**src/rtl/inst_prefetch_buffer_if.sv**
```systemverilog
// Block-transfer buses between I-cache, prefetch buffer and slow memory.
// slave: the prefetch buffer's view; master: the I-cache/memory environment.
interface inst_prefetch_buffer_if;
    logic         cache_read;
    logic         cache_write;
    logic [27:0]  cache_addr;
    logic [127:0] cache_wdata;
    logic [127:0] cache_rdata;
    logic         cache_ready;
    logic         mem_read;
    logic         mem_write;
    logic [27:0]  mem_addr;
    logic [127:0] mem_wdata;
    logic [127:0] mem_rdata;
    logic         mem_ready;

    modport slave (
        input  cache_read,
        input  cache_write,
        input  cache_addr,
        input  cache_wdata,
        output cache_rdata,
        output cache_ready,
        output mem_read,
        output mem_write,
        output mem_addr,
        output mem_wdata,
        input  mem_rdata,
        input  mem_ready
    );

    modport master (
        output cache_read,
        output cache_write,
        output cache_addr,
        output cache_wdata,
        input  cache_rdata,
        input  cache_ready,
        input  mem_read,
        input  mem_write,
        input  mem_addr,
        input  mem_wdata,
        output mem_rdata,
        output mem_ready
    );
endinterface

```
**src/rtl/inst_prefetch_buffer.sv**
```systemverilog
// Single-entry next-block instruction prefetcher between I-cache and slow memory.
// Define IPF_PREFETCH_EN to enable the prefetch buffer; otherwise pure pass-through.
module inst_prefetch_buffer (
    input  logic                  clk,
    input  logic                  proc_reset,
    inst_prefetch_buffer_if.slave bus
);

`ifdef IPF_PREFETCH_EN
    typedef enum logic [2:0] {
        IDLE,
        HIT,
        FETCH,
        WRITE,
        PREFETCH
    } state_t;
`else
    typedef enum logic [1:0] {
        IDLE,
        FETCH,
        WRITE
    } state_t;
`endif

    state_t state;
    state_t state_nxt;

    // Set in the cycle after cache_ready; requests are not sampled then.
    logic turn;
    logic rd_req;
    logic wr_req;
    logic rd_go;

    assign wr_req = bus.cache_write & ~turn;
    assign rd_req = bus.cache_read & ~turn;
    assign rd_go  = rd_req & ~wr_req;

`ifdef IPF_PREFETCH_EN
    logic         buf_valid;
    logic [27:0]  buf_addr;
    logic [127:0] buf_data;
    logic [27:0]  pf_addr;
    logic [27:0]  pf_addr_nxt;
    logic         pf_load;
    logic         buf_load;
    logic         buf_inval;
    logic         buf_hit;
    logic         pf_hit;

    assign buf_hit = buf_valid & (buf_addr == bus.cache_addr);
    assign pf_hit  = rd_go & (bus.cache_addr == pf_addr);
`endif

    // State register and one-cycle turnaround flag
    always_ff @(posedge clk or posedge proc_reset) begin
        if (proc_reset) begin
            state <= IDLE;
            turn  <= 1'b0;
        end else begin
            state <= state_nxt;
            turn  <= bus.cache_ready;
        end
    end

`ifdef IPF_PREFETCH_EN
    // Prefetch entry and the address of the next block to prefetch
    always_ff @(posedge clk or posedge proc_reset) begin
        if (proc_reset) begin
            buf_valid <= 1'b0;
            buf_addr  <= '0;
            buf_data  <= '0;
            pf_addr   <= '0;
        end else begin
            if (pf_load) begin
                pf_addr <= pf_addr_nxt;
            end
            if (buf_load) begin
                buf_valid <= 1'b1;
                buf_addr  <= pf_addr;
                buf_data  <= bus.mem_rdata;
            end else if (buf_inval) begin
                buf_valid <= 1'b0;
            end
        end
    end
`endif

    // Next state and all bus outputs; idle outputs are zero
    always_comb begin
        state_nxt       = state;
        bus.cache_ready = 1'b0;
        bus.cache_rdata = '0;
        bus.mem_read    = 1'b0;
        bus.mem_write   = 1'b0;
        bus.mem_addr    = '0;
        bus.mem_wdata   = '0;
`ifdef IPF_PREFETCH_EN
        pf_load     = 1'b0;
        pf_addr_nxt = pf_addr;
        buf_load    = 1'b0;
        buf_inval   = 1'b0;
`endif
        unique case (state)
            IDLE: begin
                unique case (1'b1)
                    wr_req: begin
                        state_nxt = WRITE;
                    end
`ifdef IPF_PREFETCH_EN
                    rd_go && buf_hit: begin
                        state_nxt = HIT;
                    end
                    rd_go && !buf_hit: begin
                        state_nxt = FETCH;
                    end
`else
                    rd_go: begin
                        state_nxt = FETCH;
                    end
`endif
                    default: begin
                        state_nxt = IDLE;
                    end
                endcase
            end
`ifdef IPF_PREFETCH_EN
            HIT: begin
                bus.cache_ready = 1'b1;
                bus.cache_rdata = buf_data;
                pf_load         = 1'b1;
                pf_addr_nxt     = buf_addr + 28'd1;
                state_nxt       = PREFETCH;
            end
`endif
            FETCH: begin
                bus.mem_read = 1'b1;
                bus.mem_addr = bus.cache_addr;
                if (bus.mem_ready) begin
                    bus.cache_ready = 1'b1;
                    bus.cache_rdata = bus.mem_rdata;
`ifdef IPF_PREFETCH_EN
                    pf_load     = 1'b1;
                    pf_addr_nxt = bus.cache_addr + 28'd1;
                    state_nxt   = PREFETCH;
`else
                    state_nxt   = IDLE;
`endif
                end
            end
            WRITE: begin
                bus.mem_write = 1'b1;
                bus.mem_addr  = bus.cache_addr;
                bus.mem_wdata = bus.cache_wdata;
                if (bus.mem_ready) begin
                    bus.cache_ready = 1'b1;
`ifdef IPF_PREFETCH_EN
                    buf_inval = buf_hit;
`endif
                    state_nxt = IDLE;
                end
            end
`ifdef IPF_PREFETCH_EN
            PREFETCH: begin
                bus.mem_read = 1'b1;
                bus.mem_addr = pf_addr;
                if (bus.mem_ready) begin
                    buf_load = 1'b1;
                    if (pf_hit) begin
                        bus.cache_ready = 1'b1;
                        bus.cache_rdata = bus.mem_rdata;
                        pf_load         = 1'b1;
                        pf_addr_nxt     = pf_addr + 28'd1;
                        state_nxt       = PREFETCH;
                    end else begin
                        state_nxt = IDLE;
                    end
                end
            end
`endif
            default: begin
                state_nxt = IDLE;
            end
        endcase
    end

endmodule
```
**src/flat_wrapper.sv**
```systemverilog
// flat-port wrapper written by rule: the top's interface ports become plain ports
module inst_prefetch_buffer_flat 
  (clk, proc_reset, bus_cache_read, bus_cache_write, bus_cache_addr, bus_cache_wdata, bus_cache_rdata, bus_cache_ready, bus_mem_read, bus_mem_write, bus_mem_addr, bus_mem_wdata, bus_mem_rdata, bus_mem_ready);
  inst_prefetch_buffer_if bus_i ();
  input  logic clk;
  input  logic proc_reset;
  input wire logic [$bits(bus_i.cache_read)-1:0] bus_cache_read;
  input wire logic [$bits(bus_i.cache_write)-1:0] bus_cache_write;
  input wire logic [$bits(bus_i.cache_addr)-1:0] bus_cache_addr;
  input wire logic [$bits(bus_i.cache_wdata)-1:0] bus_cache_wdata;
  output wire logic [$bits(bus_i.cache_rdata)-1:0] bus_cache_rdata;
  output wire logic [$bits(bus_i.cache_ready)-1:0] bus_cache_ready;
  output wire logic [$bits(bus_i.mem_read)-1:0] bus_mem_read;
  output wire logic [$bits(bus_i.mem_write)-1:0] bus_mem_write;
  output wire logic [$bits(bus_i.mem_addr)-1:0] bus_mem_addr;
  output wire logic [$bits(bus_i.mem_wdata)-1:0] bus_mem_wdata;
  input wire logic [$bits(bus_i.mem_rdata)-1:0] bus_mem_rdata;
  input wire logic [$bits(bus_i.mem_ready)-1:0] bus_mem_ready;
  assign bus_i.cache_read = bus_cache_read;
  assign bus_i.cache_write = bus_cache_write;
  assign bus_i.cache_addr = bus_cache_addr;
  assign bus_i.cache_wdata = bus_cache_wdata;
  assign bus_cache_rdata = bus_i.cache_rdata;
  assign bus_cache_ready = bus_i.cache_ready;
  assign bus_mem_read = bus_i.mem_read;
  assign bus_mem_write = bus_i.mem_write;
  assign bus_mem_addr = bus_i.mem_addr;
  assign bus_mem_wdata = bus_i.mem_wdata;
  assign bus_i.mem_rdata = bus_mem_rdata;
  assign bus_i.mem_ready = bus_mem_ready;
  inst_prefetch_buffer u_core (.clk(clk), .proc_reset(proc_reset), .bus(bus_i));
endmodule
```
**config.mk**
```make
export PLATFORM = sky130hd
export DESIGN_NAME = inst_prefetch_buffer_flat
export DESIGN_NICKNAME = d
export VERILOG_FILES = /design/src/rtl/inst_prefetch_buffer_if.sv /design/src/rtl/inst_prefetch_buffer.sv /design/src/flat_wrapper.sv
export SDC_FILE = /design/constraint.sdc
export NUM_CORES = 1
export LEC_CHECK = 0
export CORE_AREA = 5 5 221 223
export DETAILED_ROUTE_END_ITERATION = 12
export DIE_AREA = 0 0 226 228
export HOLD_SLACK_MARGIN = 0.15
export SLEW_MARGIN = 20
export SYNTH_ARGS = -nofsm -noshare
export SYNTH_HDL_FRONTEND = slang
export SYNTH_SLANG_ARGS = --single-unit
export TNS_END_PERCENT = 50
```
**constraint.sdc**
```tcl
create_clock -name clk -period 1.45 [get_ports clk]
set_clock_uncertainty 0.2 [all_clocks]
set_input_delay 0.29 -clock clk [delete_from_list [all_inputs] [get_ports clk]]
set_output_delay 0.29 -clock clk [all_outputs]
set_load 0.05 [all_outputs]
```
==> metrics.md, run 1 <==
| Metric | Value |
|---|---|
| Crit-path max cell delay | 0.37 ns |
| Post-synth EDFFs | 0 |
| DRC viols | 0 |
| Pin count of the biggest net entering global routing | 73 |
| Primary FF master, synth | dfrtp_1 |
| Warnings, synthesis | 0 |
| Metal3 WL | around 2.5 mm |
| Initial DRC Count | around 110 |
| Antenna diodes | 0 |
| Routed vias/inst | 3.18 |
| Die Y | roughly 230 um |
| Top post-synthesis cells by area | and2_1, and3_1, buf_6 |
| Hold Crit Class | reg2reg |
| Reg area | around 75 um^2 |
| # rows | 79 |
| Final Power | roughly 18000 uW |
| Critical path's top delay family | buffers and inverters |
| Initial Util | 4.86% |
| Synth area leader | and2_1 |
| CP max stage cell | dfrtp_1 |
| FFs w/ async S/R, synth | 100% |
| Failing checks | setup timing |
| Post-DP HPWL | about 23 mm |
| Area Growth Syn to Fin | 473% |
| Status | finished, violations left |
| First-pass GRT wire length | 36.6 mm |
| Setup TNS | -162.64 ns |
| Top-area cell type share of the netlist area | between 40% and 50% |
| Sequential area share after synthesis | 3.33% |
| Met2 Wirelength | 13.7 mm |
| Clk sinks | 3 |
| Power Density | 1410 nW/um^2 |
| CP dominant cell by count | buf_12 |
| Final instance area | 12900 um^2 |
| Register bit count reported by yosys | 3 |
| Total GRT Usage | a little under a tenth |
| Maximum VDD drop | between 0.001 and 0.0015 V |
| Crit path max fanout | 16 |
| Mapped Nets | between 600 and 700 |
| Req. time, crit path | approximately 0.96 ns |
| Crit path buf inv count | 4 |
| Min Tclk post-route | 2.10 ns |
| Final Hold Vio Count | 0 |
| Netlist cell types | 14 |
| Number of buffers created by CTS | 3 |
| Commonest cells post-synth | and2_1, and3_1, clkbuf_2, buf_6, buf_2 |
| Tcrit/Tclk final | 145% |
| Die Area | slightly above 50000 um^2 |
| Slew headroom | roughly 82% |
| Syn Area/Cell | about 6.5 um^2 |
| Arrival time worst endpoint | around 1.6 ns |
| Crit. End Element | output port |
| Cell area after synthesis | ~2300 um^2 |
| IO Pins | ~580 |
| Max Used Layer | met5 |
| Max Freq | between 0.4 and 0.5 GHz |
| Fillers | 4748 |
| Vias in the first global route | about 5300 |
| Nets | about 1200 |
| Port-buffer cells | between 500 and 600 |
| Core ar. | 46400 um^2 |
| Worst Slack Setup Final | -0.652 ns |
| First-pass detailed-route iteration total | 4 |
| Share of layout cells above drive strength 1 | roughly two thirds |
| Max Cap Violations | 0 |
| Clock transition at path regs | about 0.03 ns |
| P_leak | 0.00526 uW |
| Syn Inst Count | around 340 |
| Critical path class | reg2out |
| CTS HTree Levels | 1 |
| Clock Latency Late Sink | roughly 0.22 ns |
| Core Util, Final | about 28% |
| Placement Cell Area | approximately 12000 um^2 |
| CTS tree | yes |
| Total grt overflow | 0 |
| Die Width | ~230 um |
| Per-cell routed wire length | about 18 um |
| Leading cell type by number of instances after synthesis | and2_1 |
| Multi-input gate area | around 2600 um^2 |
| Root Driver | clkbuf_16 |
| Unrepaired setup endpoints after global routing | true |
| Met1 Routed Length | 10.4 mm |
| Worst setup SP type | flop |
| Endpoints failing setup | just under 300 |
| Least-Margin Pin Slew | ~0.27 ns |
| CTS Buffer Depth | 2 |
| Post-DRT Antenna Nets | 0 |
| Initial antenna violation count | 2 |
| Via total after detailed routing | ~4900 |
| Crit-path cells | buf_4, ha_4, buf_12, buf_16, and3_2, buf_12 |
| Slew Limit Fails | 0 |
| Routed WL | ~27 mm |
| Final RePlAce weighted congestion | between 0.8 and 0.9 |
## sequential cells by signal, indices dropped and copies added, names as in the netlist
signal and cells:
u_core.state 2, u_core.turn 1
## through the flow
step	instances	setup slack [ns]	hold slack [ns]
2_1_floorplan	344	-0.455	-0.156
3_3_place_gp	1501	-0.473	0.275
3_5_place_dp	1501	-0.479	0.272
4_1_cts	1519	-0.641	0.341
5_1_grt	1530	-0.708	0.368
6_report	1530	-0.652	0.335
## kinds of logic after synthesis
group,synth area share [%]
DFF,3.33
adders and majority gates,1.67
and+or+nand+nor,80.3
muxes,0.889
buffers and inverters,13.8
## final timing paths
path / startpoint / endpoint / slack (ns) / depth (start not counted)
worst min-delay path: u_core.turn / u_core.state[1] / 0.33 / 2
worst max-delay path: u_core.state[0] / bus_cache_rdata[54] / -0.65 / 6
worst max register to register: u_core.state[1] / u_core.turn / -0.14 / 5
min in group asynchronous: proc_reset / u_core.state[1] / 0.61 / 3
max in group asynchronous: proc_reset / u_core.state[0] / 0.31 / 3
worst min register to register: u_core.turn / u_core.state[1] / 0.33 / 2
## metal layers
layer,track usage [%],vias to the layer above
met5,0,-
met4,1.49,4
met3,2.90,24
li1,-,2287
met1,10.9,2227
met2,16.8,320
## power by group
part           switching [uW]  internal, uW
sequential               22.5           115
clock                    76.1           363
combinational            8730          8950
total                    8830          9430
## timing repair
item,in CTS,in global routing
cloned,6,6
hold buffers,1,0
buffers inserted,7,6
hold endpoints to repair,3,0
pin swaps,9,23
endpoints found under the setup margin,290,290
resized for setup,35,48
## tightest hold or removal path, delay by kind of cell, from the launching register on
kind             cells  cell delay, ns
muxes                1            0.07
and+or+nand+nor      1            0.10
DFF                  1            0.32
## area by class of cell
type | count | share of cell area, %
well taps | 607 | 5.88
repair buffers | 620 | 72.5
flip-flops and latches | 3 | 0.581
inverters | 3 | 0.0872
clock buffers | 4 | 0.610
multi-input cells | 293 | 20.4
## layout by cell type (no fill, tap or decap), types with 2 or more instances in the layout
master           count
and2_4             124
buf_6                5
and2_2              18
ha_4                 2
mux2i_1              2
buf_16               7
and3_1               5
buf_12             299
buf_8                4
and3_2              55
inv_2                2
clkdlybuf4s50_1    287
clkbuf_16            6
buf_4               13
and2_1              15
dfrtp_1              3
and3_4              68
(Power assumes the default switching activity.)
==> inputs of run 2 (changes only) <==
--- a/config.mk
+++ b/config.mk
@@ -6,9 +6,11 @@
 export NUM_CORES = 1
 export LEC_CHECK = 0
 export CORE_AREA = 5 5 221 223
+export CTS_CLUSTER_SIZE = 10
 export DETAILED_ROUTE_END_ITERATION = 12
 export DIE_AREA = 0 0 226 228
 export HOLD_SLACK_MARGIN = 0.15
+export REMOVE_ABC_BUFFERS = 1
 export SLEW_MARGIN = 20
 export SYNTH_ARGS = -nofsm -noshare
 export SYNTH_HDL_FRONTEND = slang
==> metrics.md, run 2 (same netlist as run 1, synthesis figures left out) <==
| Metric | Value |
|---|---|
| Clock transition at path regs | 0.03 ns |
| IO Pins | ~580 |
| Crit path max fanout | between 50 and 60 |
| First-pass detailed-route iteration total | 4 |
| Crit. End Element | output port |
| Clock Latency Late Sink | roughly 0.23 ns |
| Critical path class | reg2out |
| Least-Margin Pin Slew | between 0.2 and 0.3 ns |
| Initial antenna violation count | 28 |
| CP max stage cell | dfrtp_1 |
| Power Density | roughly 1400 nW/um^2 |
| Hold Crit Class | reg2reg |
| Post-DP HPWL | 32.5 mm |
| Post-DRT Antenna Nets | 0 |
| # rows | between 70 and 80 |
| Die Y | between 200 and 250 um |
| Port-buffer cells | 575 |
| Final hold slack | roughly 0.34 ns |
| Per-cell routed wire length | around 24 um |
| Die Width | roughly 230 um |
| Routed vias/inst | 3.24 |
| Total GRT Usage | a little over an eighth |
| Crit-path cells | inv_2, ha_4, buf_12, and3_1, buf_12 |
| Final Hold Vio Count | 0 |
| Max reg flops | 2 |
| Max Cap Violations | 0 |
| Initial Util | ~4.9% |
| Routed WL | 35.5 mm |
| Worst Slack Setup Final | -0.594 ns |
| Largest Register | u_core.state |
| Via total after detailed routing | a little under 5000 |
| Biggest regs | u_core.state: 2 flops, u_core.turn: 1 flops |
| CTS tree | yes |
| Clk sinks | 3 |
| Endpoints failing setup | 290 |
| R2r worst-path depth | 5 |
| Most frequent cells in the layout | buf_12, clkdlybuf4s50_1, and2_1, and3_1, and2_4 |
| DP Worst Slack | -0.446 ns |
| Crit-path max cell delay | just under 0.4 ns |
| Slew headroom | ~80% |
| Unrepaired setup endpoints after global routing | true |
| CTS HTree Levels | 1 |
| CP dominant cell by count | buf_12 |
| Total grt overflow | 0 |
| DP Cell Count | approximately 1500 |
| Final std cells w/o fill | roughly 1500 |
| Pin count of the biggest net entering global routing | 84 |
| Core ar. | 46400 um^2 |
| CTS Buffer Depth | 2 |
| Die Area | 51500 um^2 |
| Share of layout cells above drive strength 1 | 41.2% |
| Slew Limit Fails | 0 |
| Vias in the first global route | roughly 5400 |
| Root Driver | clkbuf_16 |
| Number of buffers created by CTS | 3 |
| Tcrit/Tclk final | 141% |
| Min Tclk post-route | 2.04 ns |
| Arrival time worst endpoint | 1.55 ns |
| Failing checks | setup timing |
| Commonest non-fill, non-tap cell in the layout | buf_12 |
| Maximum VDD drop | slightly below 0.0007 V |
| Worst setup SP type | flop |
| P_leak | approximately 0.0050 uW |
| Setup TNS | -158.10 ns |
| Req. time, crit path | between 0.9 and 1 ns |
| Max Freq | 0.489 GHz |
| Initial DRC Count | slightly below 70 |
| Nets | around 1200 |
| Final RePlAce weighted congestion | 0.800 |
| DRC viols | 0 |
| First-pass GRT wire length | roughly 48 mm |
| Worst Hold Path Cells | 2 |
| Placement Cell Area | approximately 12000 um^2 |
| Final instance area | 11900 um^2 |
| Status | finished, violations left |
| Area Growth Syn to Fin | 428% |
| Post-CTS Setup Bufs | 0 |
run 2: power by group:
group          total (uW)  leakage (uW)  switching (uW)  internal (uW)
Sequential            136     0.0000395            20.5            115
Clock                 445     0.0000382            81.6            363
Combinational       15500       0.00491            8200           7320
Total               16100       0.00499            8300           7800
run 2: through the flow:
stage / power (uW) / util [%]
floorplan: 6810 / -
global placement: 15500 / 25.0
detailed placement: 15500 / 25.0
CTS: 16200 / 25.5
global route: 16700 / 25.6
finish: 16100 / 25.7
run 2: area by class of cell:
cell class                      count  area, um^2
Tap cell                          607         759
Sequential cell                     3        75.1
Antenna cell                        5        12.5
Timing Repair Buffer              592        8860
Clock buffer                        4        78.8
Multi-Input combinational cell    293        2100
Inverter                            3        11.3
Fill cell                        4804       34500
run 2: what timing repair did:
| action | CTS | global route |
|---|---|---|
| endpoints found under the hold margin | 3 | 0 |
| gates resized for setup | 37 | 24 |
| setup endpoints to repair | 290 | 290 |
| pin swaps | 3 | 2 |
| hold buffers | 1 | 0 |
run 2: path summary, 6_finish.rpt:
| path | start | endpoint | slack [ns] |
|---|---|---|---|
| worst max-delay path | u_core.state[1] | bus_cache_rdata[40] | -0.59 |
| worst min-delay path | u_core.turn | u_core.state[1] | 0.34 |
| worst max register to register | u_core.state[0] | u_core.state[1] | -0.10 |
| worst min register to register | u_core.turn | u_core.state[1] | 0.34 |
| max in group asynchronous | proc_reset | u_core.state[1] | 0.30 |
| min in group asynchronous | proc_reset | u_core.state[0] | 0.60 |
run 2: layer usage:
layer | vias up | track usage, % | part of all wire, %
met1 | 2192 | 13.9 | 36
met4 | 24 | 0.567 | 0.70
met2 | 371 | 24.1 | 51
met3 | 57 | 6.59 | 13
met5 | - | 0 | 0.45
li1 | 2232 | - | -
run 2: worst max-delay path, delay by kind of cell, from the launching register on:
family	cells	cell delay (ns)
buffers and inverters	3	0.46
DFF	1	0.39
and+or+nand+nor	1	0.24
adders and majority gates	1	0.21
==> inputs of run 3 (changes only) <==
==> constraint.sdc (replaced) <==
create_clock -name clk -period 1.45 [get_ports clk]
set_clock_uncertainty 0.2 [all_clocks]
set_input_delay 0.29 -clock clk [delete_from_list [all_inputs] [get_ports clk]]
set_output_delay 0.29 -clock clk [all_outputs]
set_load 0.1 [all_outputs]
==> metrics.md, run 3 (same netlist as run 1, synthesis figures left out) <==
| Metric | Value |
|---|---|
| Switching Fraction | between 50% and 60% |
| Die Y | roughly 230 um |
| Initial antenna violation count | 33 |
| Endpoints failing setup | 290 |
| Number of buffers created by CTS | 3 |
| Power Density | approximately 1900 nW/um^2 |
| Crit. End Element | output port |
| DRC viols | 0 |
| Req. time, crit path | 0.96 ns |
| Nets | between 1000 and 1500 |
| WHS Endpoint | u_core.state[1] |
| Hold Crit Class | reg2reg |
| Max reg flops | 2 |
| DP Cell Count | around 1500 |
| Per-cell routed wire length | between 20 and 30 um |
| Total GRT Usage | approximately 14% |
| IO Pins | ~580 |
| Total grt overflow | 0 |
| Initial DRC Count | ~140 |
| Final Power | 24600 uW |
| Pint | around 10000 uW |
| Die Width | between 200 and 250 um |
| First-pass detailed-route iteration total | 4 |
| Maximum VDD drop | 0.00104 V |
| Fillers | roughly 4700 |
| Final std cells w/o fill | roughly 1500 |
| Area Growth Syn to Fin | 486% |
| Failing checks | setup timing |
| Routed vias/inst | around 3.3 |
| R2r worst-path depth | 6 |
| Post-DP HPWL | ~32 mm |
| Critical path class | reg2out |
| Final hold slack | ~0.35 ns |
| Largest Register | u_core.state |
| Biggest regs | u_core.state: 2 flops, u_core.turn: 1 flops |
| Least-Margin Pin Slew | approximately 0.37 ns |
| Met2 GRT Util | between 20% and 30% |
| CTS Buffer Depth | 2 |
| First-pass GRT wire length | 49.3 mm |
| Layer with the highest usage | met2 |
| Initial Util | 4.86% |
| GR met1 Demand/Resource | about an eighth |
| Arrival time worst endpoint | 1.64 ns |
| P_leak | roughly 0.0053 uW |
| Root Driver | clkbuf_16 |
| Via total after detailed routing | approximately 5000 |
| Clock transition at path regs | around 0.03 ns |
| Clk sinks | 3 |
| Final RePlAce weighted congestion | 0.802 |
| Clk pwr share | about 1.8% |
| Status | finished, violations left |
| Sw Pwr | 14600 uW |
| Most frequent cells in the layout | buf_12, clkdlybuf4s50_1, and2_4, and3_4, and3_1 |
| Routed WL | between 30 and 40 mm |
| Core ar. | around 46000 um^2 |
| Comb pwr share | a little over nine tenths |
| Reg2Reg Setup Slack | -0.21 ns |
| Crit path max fanout | 20 |
| Vias in the first global route | around 5500 |
| Commonest non-fill, non-tap cell in the layout | buf_12 |
| Met3 Use GR | about 8.9% |
| Die Area | 51500 um^2 |
| Worst Slack Setup Final | -0.677 ns |
| Worst setup SP type | flop |
| Reg power frac | less than 1% |
| Max Cap Violations | 0 |
| CP startpoint | u_core.state[0] |
| Slew Limit Fails | 0 |
| Reg-to-Reg End | u_core.state[0] |
| Final instance area | between 10000 and 15000 um^2 |
| Pin count of the biggest net entering global routing | 84 |
| CTS tree | yes |
| Hold Crit Start | u_core.turn |
| # rows | 79 |
| Placement Cell Area | approximately 12000 um^2 |
| Worst Hold Path Cells | 2 |
| Clock Latency Late Sink | around 0.23 ns |
| R2r startpoint | u_core.state[0] |
| CTS HTree Levels | 1 |
| Share of layout cells above drive strength 1 | between 60% and 70% |
| Post-DRT Antenna Nets | 0 |
| Port-buffer cells | 575 |
| Min Tclk post-route | ~2.1 ns |
| Core Util, Final | around 28% |
| Unrepaired setup endpoints after global routing | true |
| Tcrit/Tclk final | 147% |
| Max Freq | about 0.47 GHz |
| Final Hold Vio Count | 0 |
| Slew headroom | 75.6% |
==> run 3: layer usage <==
metal  share of wire, %  wire length (um)  up-vias
met5               0.53               212        -
met4                1.4               538       32
met3                 15              5790       67
met2                 51             20400      383
met1                 32             12800     2295
li1                   -                 -     2315
==> run 3: layout make-up <==
class | count | area, um^2 | area share (%)
diodes | 9 | 22.5 | 0.171
clock buffers | 4 | 78.8 | 0.598
inverters | 3 | 11.3 | 0.0854
multi-input cells | 293 | 2770 | 21.0
flip-flops and latches | 3 | 75.1 | 0.569
well taps | 607 | 759 | 5.76
repair buffers | 622 | 9470 | 71.8
==> run 3: how the worst max path moves through the flow <==
stage,to,cells after the start
6_report,bus_cache_rdata[40],6
4_1_cts,bus_cache_rdata[55],5
2_1_floorplan,bus_cache_rdata[0],3
3_5_place_dp,bus_mem_wdata[81],5
3_3_place_gp,bus_mem_wdata[81],5
5_1_grt,bus_cache_rdata[66],6
==> run 3: stage by stage <==
step / TNS [ns] / setup slack (ns)
global route: -198.73 / -0.731
CTS: -179.12 / -0.679
finish: -183.28 / -0.677
floorplan: -692.52 / -2.64
detailed placement: -121.00 / -0.506
global placement: -123.88 / -0.507
==> run 3: repair_timing <==
action / 4_1_cts / 5_1_grt
setup endpoints to repair: 290 / 290
hold endpoints to repair: 3 / 0
setup buffers: 7 / 3
gates cloned: 12 / 9
resized for setup: 138 / 139
hold buffers: 1 / 0
pin swaps: 30 / 60
==> run 3: power groups by stage <==
stage               Sequential (uW)  Combinational [uW]  Clock, uW
global route                    143               24600        455
CTS                             136               23300        446
detailed placement              136               20800          0
finish                          138               24000        444
global placement                137               20700          0
floorplan                       127               11100          0
==> run 3: worst max-delay path, stage by stage (launching register included) <==
cell,delay [ns]
dfrtp_1,0.38
buf_6,0.12
ha_4,0.15
buf_12,0.16
buf_12,0.17
and3_1,0.21
buf_12,0.18
